**src/rtl/multi_cycle_pkg.sv**
```systemverilog
// Shared types and constants for the multi-cycle RV32I control path.
// Optional feature macro PERF_CNT_EN is consumed by multi_cycle_ctrl.
package multi_cycle_pkg;

    typedef enum logic [2:0] {
        S_FETCH  = 3'd0,
        S_DECODE = 3'd1,
        S_EXEC   = 3'd2,
        S_MEM    = 3'd3,
        S_LINK   = 3'd4,
        S_WB     = 3'd5
    } state_t;

    typedef enum logic [3:0] {
        ALU_ADD  = 4'd0,
        ALU_SUB  = 4'd1,
        ALU_SLL  = 4'd2,
        ALU_SLT  = 4'd3,
        ALU_SLTU = 4'd4,
        ALU_XOR  = 4'd5,
        ALU_SRL  = 4'd6,
        ALU_SRA  = 4'd7,
        ALU_OR   = 4'd8,
        ALU_AND  = 4'd9
    } alu_op_t;

    // How the ALU operation is chosen in the current state.
    typedef enum logic [1:0] {
        CLS_ADD    = 2'd0,
        CLS_R      = 2'd1,
        CLS_I      = 2'd2,
        CLS_BRANCH = 2'd3
    } alu_cls_t;

    localparam logic [6:0] OP_LUI    = 7'b0110111;
    localparam logic [6:0] OP_AUIPC  = 7'b0010111;
    localparam logic [6:0] OP_JAL    = 7'b1101111;
    localparam logic [6:0] OP_JALR   = 7'b1100111;
    localparam logic [6:0] OP_BRANCH = 7'b1100011;
    localparam logic [6:0] OP_LOAD   = 7'b0000011;
    localparam logic [6:0] OP_STORE  = 7'b0100011;
    localparam logic [6:0] OP_IMM    = 7'b0010011;
    localparam logic [6:0] OP_REG    = 7'b0110011;

    localparam logic [1:0] SRC1_OLDPC = 2'b00;
    localparam logic [1:0] SRC1_RS1   = 2'b01;
    localparam logic [1:0] SRC1_ZERO  = 2'b10;
    localparam logic [1:0] SRC1_PC    = 2'b11;

    localparam logic [1:0] SRC2_FOUR  = 2'b00;
    localparam logic [1:0] SRC2_IMM   = 2'b01;
    localparam logic [1:0] SRC2_RS2   = 2'b10;

    // SUB/SLT/SLTU leave zero for "equal"/"not less", so the sense flips per funct3.
    function automatic logic branch_taken(input logic [2:0] funct3, input logic alu_zero);
        logic taken;
        case (funct3)
            3'b000:  taken = alu_zero;   // BEQ
            3'b001:  taken = !alu_zero;  // BNE
            3'b100:  taken = !alu_zero;  // BLT
            3'b101:  taken = alu_zero;   // BGE
            3'b110:  taken = !alu_zero;  // BLTU
            3'b111:  taken = alu_zero;   // BGEU
            default: taken = 1'b0;
        endcase
        return taken;
    endfunction

endpackage

```
**src/rtl/multi_cycle_ctrl_alu_op_dec.sv**
```systemverilog
// ALU operation decoder: maps (operation class, funct3, funct7_b5) to alu_op_t.
// Used by multi_cycle_ctrl; no macro dependencies.
module alu_op_dec
    import multi_cycle_pkg::*;
(
    input  alu_cls_t   alu_cls,
    input  logic [2:0] funct3,
    input  logic       funct7_b5,
    output alu_op_t    alu_op
);

    always_comb begin
        alu_op = ALU_ADD;
        unique case (alu_cls)
            CLS_ADD: alu_op = ALU_ADD;
            CLS_R, CLS_I: begin
                case (funct3)
                    // Immediate forms have no SUB; bit 30 there is immediate data.
                    3'b000:  alu_op = (alu_cls == CLS_R && funct7_b5) ? ALU_SUB : ALU_ADD;
                    3'b001:  alu_op = ALU_SLL;
                    3'b010:  alu_op = ALU_SLT;
                    3'b011:  alu_op = ALU_SLTU;
                    3'b100:  alu_op = ALU_XOR;
                    3'b101:  alu_op = funct7_b5 ? ALU_SRA : ALU_SRL;
                    3'b110:  alu_op = ALU_OR;
                    default: alu_op = ALU_AND;
                endcase
            end
            CLS_BRANCH: begin
                case (funct3)
                    3'b100, 3'b101: alu_op = ALU_SLT;
                    3'b110, 3'b111: alu_op = ALU_SLTU;
                    default:        alu_op = ALU_SUB;
                endcase
            end
        endcase
    end

endmodule

```
**src/rtl/multi_cycle_ctrl.sv**
```systemverilog
// Main control FSM of the multi-cycle RV32I core (FETCH/DECODE/EXEC/MEM/LINK/WB).
// Define PERF_CNT_EN to add the cycle_cnt/instret_cnt performance counters.
module multi_cycle_ctrl
    import multi_cycle_pkg::*;
#(
    parameter state_t RESET_STATE = S_FETCH
) (
    input  logic       clk,
    input  logic       rst,
    input  logic [6:0] opcode,
    input  logic [2:0] funct3,
    input  logic       funct7_b5,
    input  logic       alu_zero,
    input  logic       mem_ready,
    output logic       mem_req,
    output logic       mem_we,
    output logic       mem_addr_sel,
    output logic       ir_we,
    output logic       mdr_we,
    output logic       pc_we,
    output logic       pc_sel,
    output logic [1:0] alu_src1_sel,
    output logic [1:0] alu_src2_sel,
    output alu_op_t    alu_op,
    output logic       rf_we,
    output logic       wb_sel,
    output logic       illegal_insn,
    output logic [2:0] state_o
`ifdef PERF_CNT_EN
    ,
    output logic [31:0] cycle_cnt,
    output logic [31:0] instret_cnt
`endif
);

    state_t   state_q, state_d;
    alu_cls_t alu_cls;
    alu_op_t  alu_op_raw;

    logic is_r, is_i, is_load, is_store, is_branch;
    logic is_jal, is_jalr, is_lui, is_auipc, is_exec_class;

    assign is_r      = (opcode == OP_REG);
    assign is_i      = (opcode == OP_IMM);
    assign is_load   = (opcode == OP_LOAD);
    assign is_store  = (opcode == OP_STORE);
    assign is_branch = (opcode == OP_BRANCH);
    assign is_jal    = (opcode == OP_JAL);
    assign is_jalr   = (opcode == OP_JALR);
    assign is_lui    = (opcode == OP_LUI);
    assign is_auipc  = (opcode == OP_AUIPC);

    assign is_exec_class = is_r | is_i | is_load | is_store | is_branch |
                           is_jalr | is_lui | is_auipc;

    always_ff @(posedge clk) begin
        if (rst) begin
            state_q <= RESET_STATE;
        end else begin
            state_q <= state_d;
        end
    end

    always_comb begin
        state_d      = state_q;
        mem_req      = 1'b0;
        mem_we       = 1'b0;
        mem_addr_sel = 1'b0;
        ir_we        = 1'b0;
        mdr_we       = 1'b0;
        pc_we        = 1'b0;
        pc_sel       = 1'b0;
        alu_src1_sel = SRC1_OLDPC;
        alu_src2_sel = SRC2_FOUR;
        alu_cls      = CLS_ADD;
        rf_we        = 1'b0;
        wb_sel       = 1'b0;
        illegal_insn = 1'b0;

        case (state_q)
            S_FETCH: begin
                mem_req = 1'b1;
                if (mem_ready) begin
                    ir_we        = 1'b1;
                    pc_we        = 1'b1;
                    alu_src1_sel = SRC1_PC;
                    alu_src2_sel = SRC2_FOUR;
                    state_d      = S_DECODE;
                end
            end

            S_DECODE: begin
                // ALUOUT captures OLDPC+imm here as the branch/JAL target.
                alu_src1_sel = SRC1_OLDPC;
                alu_src2_sel = SRC2_IMM;
                if (is_jal) begin
                    state_d = S_LINK;
                end else if (is_exec_class) begin
                    state_d = S_EXEC;
                end else begin
                    illegal_insn = 1'b1;
                    state_d      = S_FETCH;
                end
            end

            S_EXEC: begin
                state_d = S_FETCH;
                if (is_r) begin
                    alu_src1_sel = SRC1_RS1;
                    alu_src2_sel = SRC2_RS2;
                    alu_cls      = CLS_R;
                    state_d      = S_WB;
                end else if (is_i) begin
                    alu_src1_sel = SRC1_RS1;
                    alu_src2_sel = SRC2_IMM;
                    alu_cls      = CLS_I;
                    state_d      = S_WB;
                end else if (is_load || is_store) begin
                    alu_src1_sel = SRC1_RS1;
                    alu_src2_sel = SRC2_IMM;
                    state_d      = S_MEM;
                end else if (is_lui) begin
                    alu_src1_sel = SRC1_ZERO;
                    alu_src2_sel = SRC2_IMM;
                    state_d      = S_WB;
                end else if (is_auipc) begin
                    alu_src1_sel = SRC1_OLDPC;
                    alu_src2_sel = SRC2_IMM;
                    state_d      = S_WB;
                end else if (is_jalr) begin
                    alu_src1_sel = SRC1_RS1;
                    alu_src2_sel = SRC2_IMM;
                    state_d      = S_LINK;
                end else if (is_branch) begin
                    alu_src1_sel = SRC1_RS1;
                    alu_src2_sel = SRC2_RS2;
                    alu_cls      = CLS_BRANCH;
                    if (branch_taken(funct3, alu_zero)) begin
                        pc_we  = 1'b1;
                        pc_sel = 1'b1;
                    end
                end
            end

            S_MEM: begin
                mem_req      = 1'b1;
                mem_addr_sel = 1'b1;
                mem_we       = is_store;
                if (mem_ready) begin
                    if (is_load) begin
                        mdr_we  = 1'b1;
                        state_d = S_WB;
                    end else begin
                        state_d = S_FETCH;
                    end
                end
            end

            S_LINK: begin
                // PC takes the target from ALUOUT while ALUOUT takes OLDPC+4 as link value.
                pc_we        = 1'b1;
                pc_sel       = 1'b1;
                alu_src1_sel = SRC1_OLDPC;
                alu_src2_sel = SRC2_FOUR;
                state_d      = S_WB;
            end

            S_WB: begin
                rf_we   = 1'b1;
                wb_sel  = is_load;
                state_d = S_FETCH;
            end

            default: state_d = S_FETCH;
        endcase

        if (rst) begin
            mem_req      = 1'b0;
            mem_we       = 1'b0;
            mem_addr_sel = 1'b0;
            ir_we        = 1'b0;
            mdr_we       = 1'b0;
            pc_we        = 1'b0;
            pc_sel       = 1'b0;
            alu_src1_sel = 2'b00;
            alu_src2_sel = 2'b00;
            alu_cls      = CLS_ADD;
            rf_we        = 1'b0;
            wb_sel       = 1'b0;
            illegal_insn = 1'b0;
        end
    end

    alu_op_dec u_alu_op_dec (
        .alu_cls   (alu_cls),
        .funct3    (funct3),
        .funct7_b5 (funct7_b5),
        .alu_op    (alu_op_raw)
    );

    assign alu_op  = rst ? ALU_ADD : alu_op_raw;
    assign state_o = rst ? 3'b000 : state_q;

`ifdef PERF_CNT_EN
    logic        retire;
    logic [31:0] cycle_cnt_q, instret_cnt_q;

    assign retire = (state_q == S_WB) ||
                    (state_q == S_EXEC && is_branch) ||
                    (state_q == S_MEM && is_store && mem_ready);

    always_ff @(posedge clk) begin
        if (rst) begin
            cycle_cnt_q   <= 32'd0;
            instret_cnt_q <= 32'd0;
        end else begin
            cycle_cnt_q <= cycle_cnt_q + 32'd1;
            if (retire) begin
                instret_cnt_q <= instret_cnt_q + 32'd1;
            end
        end
    end

    assign cycle_cnt   = cycle_cnt_q;
    assign instret_cnt = instret_cnt_q;
`else
    // Counters are not built in this configuration.
`endif

endmodule

```
**config.mk**
```make
export PLATFORM = sky130hd
export DESIGN_NAME = multi_cycle_ctrl
export DESIGN_NICKNAME = d
export VERILOG_FILES = /design/src/rtl/multi_cycle_pkg.sv /design/src/rtl/multi_cycle_ctrl_alu_op_dec.sv /design/src/rtl/multi_cycle_ctrl.sv
export SDC_FILE = /design/constraint.sdc
export NUM_CORES = 1
export LEC_CHECK = 0
export BUFFER_PORTS_ARGS = -buffer_cell sky130_fd_sc_hd__buf_2
export CORE_MARGIN = 5
export CORE_UTILIZATION = 47
export CTS_CLUSTER_SIZE = 16
export DETAILED_ROUTE_END_ITERATION = 8
export PLACE_DENSITY = 0.82
export SLEW_MARGIN = 30
export SYNTH_ARGS = -nofsm -noshare
export SYNTH_HDL_FRONTEND = slang
export SYNTH_SLANG_ARGS = --single-unit
```
**constraint.sdc**
```tcl
create_clock -name clk -period 7.4 [get_ports clk]
set_input_delay 1.48 -clock clk [delete_from_list [all_inputs] [get_ports clk]]
set_output_delay 1.48 -clock clk [all_outputs]
set_load 0.01 [all_outputs]
```
==> Implementation_results.wiki <==
{| class="wikitable"
! Metric !! Value
|-
| Remaining global-route overflow || 0
|-
| First-pass GRT wire length || 3.23 mm
|-
| Highest achievable clock rate || 177 MHz
|-
| Post-synth top flop || sky130_fd_sc_hd__dfxtp_1
|-
| Number of setup buffers added after CTS || 0
|-
| Data arrival at the endpoint of the critical path || 4.19 ns
|-
| Static power due to leakage || 0.000422 uW
|-
| Synth warn || 0
|-
| CP max FO || 6
|-
| Area Overhead vs Synth || 28.1%
|-
| Largest register FFs || 3
|-
| Clock sinks || 3
|-
| Class of the worst hold path || reg2reg
|-
| Final worst-path setup slack || 1.73 ns
|-
| Final-layout fill cell count || 132
|-
| Area of the die || 0.00231 mm^2
|-
| Mean Syn Cell Area || 6.42 um^2
|-
| Via count of the first global-routing pass || 791
|-
| Wire length reported by the detailed router || 2.11 mm
|-
| Setup Crit Path Kind || in2out
|-
| Maximum number of pins on one net before global-route repair || 15
|-
| Initial antenna violation count || 0
|-
| Worst slew pin tran || 0.559 ns
|-
| HPWL after detailed placement || 1.64 mm
|-
| Cell count after synthesis || 106
|-
| Maximum level of the CTS H-tree || 1
|-
| Ratio of cells with drive above 1 in the final layout || 30.4%
|-
| Power density of the placed cells || 83.3 mW/mm^2
|-
| Outcome || finished clean
|-
| Number of distinct library cells after synthesis || 40
|-
| Synth top area share || 8.82%
|-
| I/O pin cnt || 36
|-
| Simple-Gate Fraction of Synth Area || 43.9%
|-
| Avg WL per Cell || 13.8 um
|-
| Critical path's slowest cell || sky130_fd_sc_hd__nor3_1
|-
| Final setup fails || 0
|-
| Number of hold-slack violations in the final timing report || 0
|-
| CTS clk-pin slew, worst paths || 0.03 ns
|-
| Max rail drop VDD || 0.0341 mV
|-
| Main area contributors after synthesis || sky130_fd_sc_hd__dfxtp_1 8.8%, sky130_fd_sc_hd__nor2_1 7.7%, sky130_fd_sc_hd__ha_1 5.5%
|-
| Largest registers || state_q: 3 flops
|-
| Clock tree root driver cell || sky130_fd_sc_hd__clkbuf_4
|-
| Skew-Pair Late Insertion Delay || 0.24 ns
|-
| Setup slack after placement || 1.79 ns
|-
| Drt pass-1 iters || 4
|-
| GRT Overall Usage || 19.2%
|-
| Startpoint types || input port
|-
| Final antenna-violating net count || 0
|-
| Synthesized flop and latch total || 3
|-
| Crit share post-route || 76.6%
|-
| Syn nets || 124
|-
| Post-cts resize count || 0
|-
| TritonCTS clock tree || built
|-
| Worst-case headroom to the max-slew limit || 62.5%
|-
| Adder and majority gate portion of the synthesized area || 5.51%
|-
| Sequential area share after synthesis || 8.82%
|-
| Iteration-0 DRC count of the detailed router || 55
|-
| Clock tree buffer depth || 2
|-
| Remaining design rule violation count || 0
|-
| Most flops, register || state_q
|-
| Number of rows created at floorplan || 13
|-
| Initial core utilization || 51.0%
|-
| Vias per std cell || 6.01
|-
| Netlist area before placement || 681 um^2
|-
| Routability congestion estimate from global placement || 0.827
|-
| Number of max-capacitance violations reported || 0
|-
| Cell type contributing the most total cell area after synthesis || sky130_fd_sc_hd__dfxtp_1
|-
| Final critical-path required period || 5.67 ns
|-
| Delay of the slowest cell on the worst path || 0.48 ns
|-
| Number of buffers inserted during clock tree synthesis || 3
|-
| Final antenna diode count || 0
|-
| Mux contribution to synthesized area || 3.13%
|-
| Height of the chip || 48.1 um
|-
| Die width || 48.1 um
|-
| Core Footprint || 0.00133 mm^2
|-
| Dominant combinational cell family by area after synthesis || simple AND/OR/NAND/NOR gates
|-
| Share of async-settable or async-resettable flops after synthesis || 0%
|-
| Clock Skew || 0.0108 ns
|-
| Required time of the critical path || 5.92 ns
|-
| Series of cell instances along the critical path || buf_2 -> nand3b_1 -> or3_1 -> nor3_1 -> o21ai_0 -> ha_1 -> nor3_1 -> nand2_1 -> o32ai_1 -> buf_2
|-
| Type of destination of the critical path || primary output
|-
| Area fraction in compound gates after synthesis || 29.6%
|-
| Final Total Pwr || 72.7 uW
|-
| Overall via count from detail_route || 919
|-
| Net count of the finished layout || 157
|-
| Hold Buf Count CTS || 0
|-
| Count of flip-flops with a built-in enable after synthesis || 0
|-
| Final number of max-transition violations || 0
|-
| Post-route setup TNS || 0 ns
|-
| Number of port buffers || 35
|-
| Unrepaired setup endpoints after global routing || false
|-
| Post-synthesis share of cell area spent on xor and xnor gates || 2.57%
|}
[final timing paths]
check              from          to  slack (ns)  cells past startpoint
min          state_q[2]  state_q[2]        0.61                      2
max reg2reg  state_q[0]  state_q[2]        5.74                      4
max           opcode[3]   alu_op[1]        1.73                     10
min reg2reg  state_q[2]  state_q[2]        0.61                      2
[cell type report]
cell class                 instances  area [um^2]  area share (%)
inverter                           4         15.0            1.72
multi-input combinational         92          577            66.1
timing repair buffer              35          175            20.1
sequential                         3         60.1            6.89
tap                               15         18.8            2.15
clock buffer                       4         26.3            3.01
[cell usage after synthesis, types with 2 or more instances]
| master | count |
|---|---|
| sky130_fd_sc_hd__o32ai_1 | 2 |
| sky130_fd_sc_hd__nor4_1 | 2 |
| sky130_fd_sc_hd__inv_1 | 4 |
| sky130_fd_sc_hd__a22o_1 | 2 |
| sky130_fd_sc_hd__a21o_1 | 3 |
| sky130_fd_sc_hd__nand2b_1 | 3 |
| sky130_fd_sc_hd__o21ai_0 | 7 |
| sky130_fd_sc_hd__nand2_1 | 8 |
| sky130_fd_sc_hd__clkbuf_1 | 4 |
| sky130_fd_sc_hd__a31oi_1 | 3 |
| sky130_fd_sc_hd__ha_1 | 3 |
| sky130_fd_sc_hd__a22oi_1 | 2 |
| sky130_fd_sc_hd__o21bai_1 | 2 |
| sky130_fd_sc_hd__nand3b_1 | 3 |
| sky130_fd_sc_hd__nor2_1 | 14 |
| sky130_fd_sc_hd__dfxtp_1 | 3 |
| sky130_fd_sc_hd__nor3_1 | 4 |
| sky130_fd_sc_hd__nand3_1 | 3 |
| sky130_fd_sc_hd__and3_1 | 4 |
| sky130_fd_sc_hd__nor2b_1 | 5 |
| sky130_fd_sc_hd__xor2_1 | 2 |
| sky130_fd_sc_hd__a21oi_1 | 5 |
[cells in the final DEF, fill, tap and decap left out, drive strengths merged, types with 2 or more instances in the layout]
master,synthesis,routed
buf,2,35
nor2,14,14
nand2,8,8
o21ai,7,7
a21oi,5,5
nor2b,5,5
inv,4,4
and3,4,4
nor3,4,4
clkbuf,5,4
nand3b,3,3
nand2b,3,3
nand3,3,3
a31oi,3,3
a21o,3,3
ha,3,3
dfxtp,3,3
a22oi,2,2
xor2,2,2
a22o,2,2
o32ai,2,2
nor4,2,2
o21bai,2,2
or4b,2,2
[stage by stage]
step / cells / area, um^2 / hold WS (ns) / utilization, %
2_1_floorplan: 106 / 681 / 0.523 / -
3_3_place_gp: 149 / 846 / 0.585 / 63.4
3_5_place_dp: 149 / 846 / 0.597 / 63.4
4_1_cts: 153 / 872 / 0.606 / 65.4
5_1_grt: 153 / 872 / 0.666 / 65.4
6_report: 153 / 872 / 0.608 / 65.4
[per-layer routing]
metal / GRT usage, % / vias to the layer above / share of wire [%]
met3: 0.752 / 5 / 9.4
li1: - / 451 / -
met2: 33.2 / 60 / 48
met1: 25.2 / 403 / 41
met5: 0 / - / 0
met4: 6.45 / 0 / 1.7
[kinds of logic (layout without fill, tap and decap cells)]
kind of cell	count (synthesis)	after routing
fa+ha+maj	3	3
simple gates	55	55
compound gates	30	30
mux	2	2
buf+inv	11	43
flops	3	3
xor+xnor	2	2
[worst max-delay path: cells and delay by family]
| kind | cells | cell delay [ns] |
|---|---|---|
| AO/OA/AOI/OAI | 2 | 0.47 |
| adder cells (fa/ha/maj) | 1 | 0.32 |
| buffers and inverters | 2 | 0.30 |
| AND/OR/NAND/NOR | 5 | 1.63 |
[where the power goes]
| group | internal [uW] | switching, uW |
|---|---|---|
| logic | 9.91 | 15.1 |
| clock network | 20.3 | 9.82 |
| registers | 16.6 | 0.986 |
Note: power is estimated with default switching activity, not from simulation.
